### src/rtl/imem_loader.sv
// Instruction-memory loader: assembles a little-endian byte stream into WIDTH-bit words and writes them out.
// Define IMEM_LOADER_CHECKSUM_EN to require a trailing modulo-256 checksum byte after the last word.
module imem_loader #(
  parameter int DEPTH = 64,
  parameter int WIDTH = 32
) (
  input  logic             clk,
  input  logic             reset,
  input  logic             start,
  input  logic [6:0]       num_words,
  input  logic             byte_valid,
  input  logic [7:0]       byte_data,
  output logic             byte_ready,
  output logic             we,
  output logic [5:0]       waddr,
  output logic [WIDTH-1:0] wdata,
  output logic             busy,
  output logic             done,
  output logic             error
);

`ifdef IMEM_LOADER_CHECKSUM_EN
  typedef enum logic [2:0] {S_IDLE, S_RECV, S_WRITE, S_DONE, S_CHECK} state_e;
`else
  typedef enum logic [2:0] {S_IDLE, S_RECV, S_WRITE, S_DONE} state_e;
`endif

  localparam logic [6:0] DEPTH_C = 7'(DEPTH);

  state_e           state_q, state_d;
  logic [6:0]       nwords_q, nwords_d;
  logic [6:0]       idx_q, idx_d;
  logic [1:0]       bcnt_q, bcnt_d;
  logic [WIDTH-1:0] word_q, word_d;
  logic             done_q, done_d;
  logic             error_q, error_d;
`ifdef IMEM_LOADER_CHECKSUM_EN
  logic [7:0]       sum_q, sum_d;
`endif

  // NOTE: every _d gets its current value first so no path through the case leaves it unassigned (no latch).
  always_comb begin
    state_d  = state_q;
    nwords_d = nwords_q;
    idx_d    = idx_q;
    bcnt_d   = bcnt_q;
    word_d   = word_q;
    done_d   = done_q;
    error_d  = error_q;
`ifdef IMEM_LOADER_CHECKSUM_EN
    sum_d    = sum_q;
`endif

    case (state_q)
      S_IDLE, S_DONE: begin
        if (start) begin
          nwords_d = num_words;
          idx_d    = '0;
          bcnt_d   = '0;
          word_d   = '0;
          done_d   = 1'b0;
          error_d  = 1'b0;
`ifdef IMEM_LOADER_CHECKSUM_EN
          sum_d    = '0;
`endif
          // Empty or oversized sessions finish immediately without touching memory.
          if (num_words == 7'd0) begin
            state_d = S_DONE;
            done_d  = 1'b1;
          end else if (num_words > DEPTH_C) begin
            state_d = S_DONE;
            done_d  = 1'b1;
            error_d = 1'b1;
          end else begin
            state_d = S_RECV;
          end
        end
      end

      S_RECV: begin
        if (byte_valid) begin
          word_d[{bcnt_q, 3'b000} +: 8] = byte_data;
          bcnt_d = bcnt_q + 2'd1;
`ifdef IMEM_LOADER_CHECKSUM_EN
          sum_d  = sum_q + byte_data;
`endif
          if (bcnt_q == 2'd3) state_d = S_WRITE;
        end
      end

      S_WRITE: begin
        idx_d = idx_q + 7'd1;
        if (idx_d == nwords_q) begin
`ifdef IMEM_LOADER_CHECKSUM_EN
          state_d = S_CHECK;
`else
          state_d = S_DONE;
          done_d  = 1'b1;
          error_d = 1'b0;
`endif
        end else begin
          state_d = S_RECV;
        end
      end

`ifdef IMEM_LOADER_CHECKSUM_EN
      S_CHECK: begin
        if (byte_valid) begin
          state_d = S_DONE;
          done_d  = 1'b1;
          error_d = (byte_data != sum_q);
        end
      end
`endif

      default: state_d = S_IDLE;
    endcase
  end

  // NOTE: sequential state uses non-blocking assignments only; reset is synchronous and wins over everything.
  always_ff @(posedge clk) begin
    if (reset) begin
      state_q  <= S_IDLE;
      nwords_q <= '0;
      idx_q    <= '0;
      bcnt_q   <= '0;
      word_q   <= '0;
      done_q   <= 1'b0;
      error_q  <= 1'b0;
`ifdef IMEM_LOADER_CHECKSUM_EN
      sum_q    <= '0;
`endif
    end else begin
      state_q  <= state_d;
      nwords_q <= nwords_d;
      idx_q    <= idx_d;
      bcnt_q   <= bcnt_d;
      word_q   <= word_d;
      done_q   <= done_d;
      error_q  <= error_d;
`ifdef IMEM_LOADER_CHECKSUM_EN
      sum_q    <= sum_d;
`endif
    end
  end

`ifdef IMEM_LOADER_CHECKSUM_EN
  assign byte_ready = (state_q == S_RECV) || (state_q == S_CHECK);
  assign busy       = (state_q == S_RECV) || (state_q == S_WRITE) || (state_q == S_CHECK);
`else
  assign byte_ready = (state_q == S_RECV);
  assign busy       = (state_q == S_RECV) || (state_q == S_WRITE);
`endif

  // The index bound is redundant with the start-time range check but keeps the strobe safe by construction.
  assign we    = (state_q == S_WRITE) && (idx_q < DEPTH_C);
  assign waddr = idx_q[5:0];
  assign wdata = word_q;
  assign done  = done_q;
  assign error = error_q;

endmodule

### config.mk
export PLATFORM = sky130hd
export DESIGN_NAME = imem_loader
export DESIGN_NICKNAME = d
export VERILOG_FILES = /design/src/rtl/imem_loader.sv
export SDC_FILE = /design/constraint.sdc
export NUM_CORES = 1
export LEC_CHECK = 0
export CAP_MARGIN = 5
export CORE_MARGIN = 10
export CORE_UTILIZATION = 52
export DETAILED_ROUTE_END_ITERATION = 10
export GPL_TIMING_DRIVEN = 0
export PLACE_DENSITY_LB_ADDON = 0.3
export SYNTH_ARGS = -nofsm -noshare
export SYNTH_HDL_FRONTEND = slang
export SYNTH_SLANG_ARGS = --single-unit
### constraint.sdc
create_clock -name clk -period 3.3 [get_ports clk]
set_input_delay 0.495 -clock clk [delete_from_list [all_inputs] [get_ports clk]]
set_output_delay 0.495 -clock clk [all_outputs]
set_load 0.05 [all_outputs]
==> flow_summary.json, run 1 <==
{
  "setup_slack_ns": 0.433,
  "die_w_um": 88.6,
  "crit_path_max_incr_delay_ns": 0.72,
  "worst_ep_arrival_time_ns": 2.37,
  "critPathCaptureType": "output pin",
  "avgSynthCellArea_um2": 8.29,
  "vias_per_cell": 5.61,
  "cts.reportedPaths.clkPinSlew_ns": 0.09,
  "cp_common_cell": "inv_1",
  "slew_headroom": 0.595,
  "drt_wl_total_mm": 6.57,
  "hold_class": "flip-flop to flip-flop",
  "place.gp.congestion": 0.888,
  "place_hpwl_mm": 5.12,
  "crit_path_max_fanout": 10,
  "tns_ns": 0,
  "synth-seq-cells": 52,
  "fin_crit_ns": 2.87,
  "irDropWorstVdd_v": 0.000631,
  "leakagePower_nw": 1.18,
  "numPortBuffers": 59,
  "drc": 0,
  "area_delta_synth_final_pct": 31.4,
  "ios": 62,
  "cpMaxStageDelayCell": "clkdlybuf4s50_1",
  "power_density_mw_per_mm2": 699,
  "die_y_um": 88.6,
  "fmaxAchievable_ghz": 0.349,
  "path_cells": "inv_1 > ha_1 > buf_4 > clkbuf_1 > inv_1 > clkdlybuf4s50_1",
  "crit_required_ns": 2.80,
  "cts_setup_buffers": 0,
  "synth_cell_types": 39,
  "grt_pass1_vias": 2126,
  "synthCells": 295,
  "numCtsBuffers": 5,
  "rsz0062_at_grt": "no",
  "synth_area_leader_cell": "dfxtp_1",
  "vias": 2323,
  "synth_top_area_frac": 0.426,
  "grt_pass1_wl_mm": 10.7,
  "initial_core_util": 0.550,
  "yosys-top-cells-area": "dfxtp_1 43%, a22oi_1 6.4%, a21oi_1 5.9%",
  "drtIter0Drc": 137,
  "pre_cts_ws_ns": 0.753,
  "syn_nets": 322,
  "slew_viol_final": 0,
  "cts_tree": "done",
  "final_common_cell": "clkdlybuf4s50_1",
  "yosysSeqAreaShare": 0.426,
  "netlist_area_mm2": 0.00245,
  "path_buf_inv": 5,
  "critPathTopFamily": "buffers and inverters",
  "crit_path_start_kind": "flip-flop",
  "crit_type": "flip-flop to output pin",
  "cts_max_level": 2,
  "grt_max_degree": 17,
  "hold_violations": 0,
  "place_inst": 406,
  "drt_pass1_iterations": 4,
  "status": "complete, no violations",
  "fin_cells": 414,
  "nNetsFinal": 388,
  "layout_common_cells": "59 x clkdlybuf4s50_1, 52 x dfxtp_1, 34 x nand2_1, 33 x nor2_1",
  "cts_sinks": 52,
  "postCtsHoldBufs": 0,
  "yosysWarnings": 0,
  "fill_cells": 350,
  "cts-root-buf": "clkbuf_8",
  "ant_nets": 0,
  "track_usage": 0.171,
  "insertion_delay_ns": 0.31,
  "antenna_found_initial": 0,
  "avgRoutedWirePerCell_um": 15.9,
  "fin_crit_sh": 0.869,
  "setup_viol": 0,
  "core_mm2": 0.00444,
  "clockBufferDepth": 2,
  "grt.overflow.total": 0,
  "dieArea_mm2": 0.00785,
  "ctsResizeCount": 0,
  "worst_pin_slew_ns": 0.603,
  "drive_gt1_frac": 0.0635,
  "n_antenna_cell": 0,
  "num_rows": 24,
  "finalClockSkew_ns": 0.0110,
  "cap_violations": 0
}
state kept, by name, indices dropped and copies added, names as in the netlist:
signal    cells
idx_q         7
wdata        32
bcnt_q        2
nwords_q      7
done          1
error         1
state_q       2
synthesized netlist by cell type:
cell type	instances
a22oi_1	21
o21ai_0	4
a32oi_1	1
nor3_1	5
o21bai_1	1
nand2b_1	1
xnor2_1	6
nand3_1	29
clkbuf_1	9
inv_1	9
o21ai_1	2
nor4bb_1	1
and3_1	1
buf_1	3
nor3b_1	1
nor4_1	3
mux2_2	2
nor4_4	1
a211oi_1	1
xor2_1	4
ha_1	8
buf_6	1
dfxtp_1	52
nor3_4	1
and4b_1	1
a21oi_1	29
o21a_1	2
mux2i_1	2
a311oi_1	1
a21o_1	4
buf_4	7
nand2_1	34
nand4_1	1
nor2b_1	4
a2bb2oi_1	2
nor2_1	33
a221oi_1	1
o31a_1	3
buf_2	4
worst register-to-register path, delay by kind of cell (launching register included):
kind | cells | cell delay, ns
adders and majority gates | 1 | 0.28
and+or+nand+nor | 2 | 0.58
AOI/OAI and AO/OA | 2 | 0.35
buffers and inverters | 3 | 0.36
muxes | 1 | 0.22
DFF | 1 | 0.39
power by group:
part	switching [W]	leakage (nW)	total (W)	internal (W)
Clock	0.000212	0.0558	0.000441	0.000229
Combinational	0.000724	0.706	0.00106	0.000340
Sequential	0.0000514	0.421	0.000740	0.000689
Total	0.000987	1.18	0.00225	0.00126
logic make-up (layout without fill, tap and decap cells):
group	Yosys count	count (layout)	synth area share
AND/OR/NAND/NOR	116	116	0.225
AO/OA/AOI/OAI	72	72	0.189
multiplexers	4	4	0.0174
adder cells (fa/ha/maj)	8	8	0.0409
XOR/XNOR	10	10	0.0358
flip-flops	52	52	0.426
buffers and inverters	33	100	0.0665
worst paths after layout:
| path | startpoint | end | slack (ns) | cells past startpoint |
|---|---|---|---|---|
| worst max-delay path | state_q[0]$_SDFFE_PP0P_ | busy | 0.43 | 6 |
| worst min-delay path | wdata[25]$_SDFFE_PP0P_ | wdata[25]$_SDFFE_PP0P_ | 0.46 | 2 |
| worst min register to register | wdata[25]$_SDFFE_PP0P_ | wdata[25]$_SDFFE_PP0P_ | 0.46 | 2 |
| worst max register to register | state_q[0]$_SDFFE_PP0P_ | wdata[16]$_SDFFE_PP0P_ | 1.08 | 9 |
per-layer routing:
layer | part of all wire | track usage
met5 | 0 | 0
met4 | 0.010 | 0.0411
met3 | 0.074 | 0.0533
met1 | 0.44 | 0.223
met2 | 0.48 | 0.271
per-stage QoR:
stage,total power (W),instance area (µm²),hold WS (ns),utilization
finish,0.00225,3210,0.458,0.723
global route,0.00239,3210,0.474,0.723
CTS,0.00226,3210,0.456,0.723
detailed placement,0.00181,3100,0.443,0.698
global placement,0.00180,3100,0.438,0.698
floorplan,0.00152,2450,0.448,-
layout make-up:
cell class | count | area, µm² | share of cell area
Inverter | 9 | 33.8 | 0.0105
Clock buffer | 6 | 72.6 | 0.0226
Tap cell | 52 | 65.1 | 0.0202
Sequential cell | 52 | 1040 | 0.324
Buffer | 24 | 129 | 0.0401
Multi-Input combinational cell | 210 | 1240 | 0.387
Clock inverter | 2 | 38.8 | 0.0121
Timing Repair Buffer | 59 | 591 | 0.184
No activity file was read; power rests on OpenSTA's default activity.
==> run 2, diff against run 1 <==
--- a/config.mk
+++ b/config.mk
@@ -5,6 +5,7 @@
 export SDC_FILE = /design/constraint.sdc
 export NUM_CORES = 1
 export LEC_CHECK = 0
+export ABC_CLOCK_PERIOD_IN_PS = 3300
 export CAP_MARGIN = 5
 export CORE_MARGIN = 10
 export CORE_UTILIZATION = 52
==> results of run 2 <==
Final layout, timing and power as in run 1 (identical DEF).
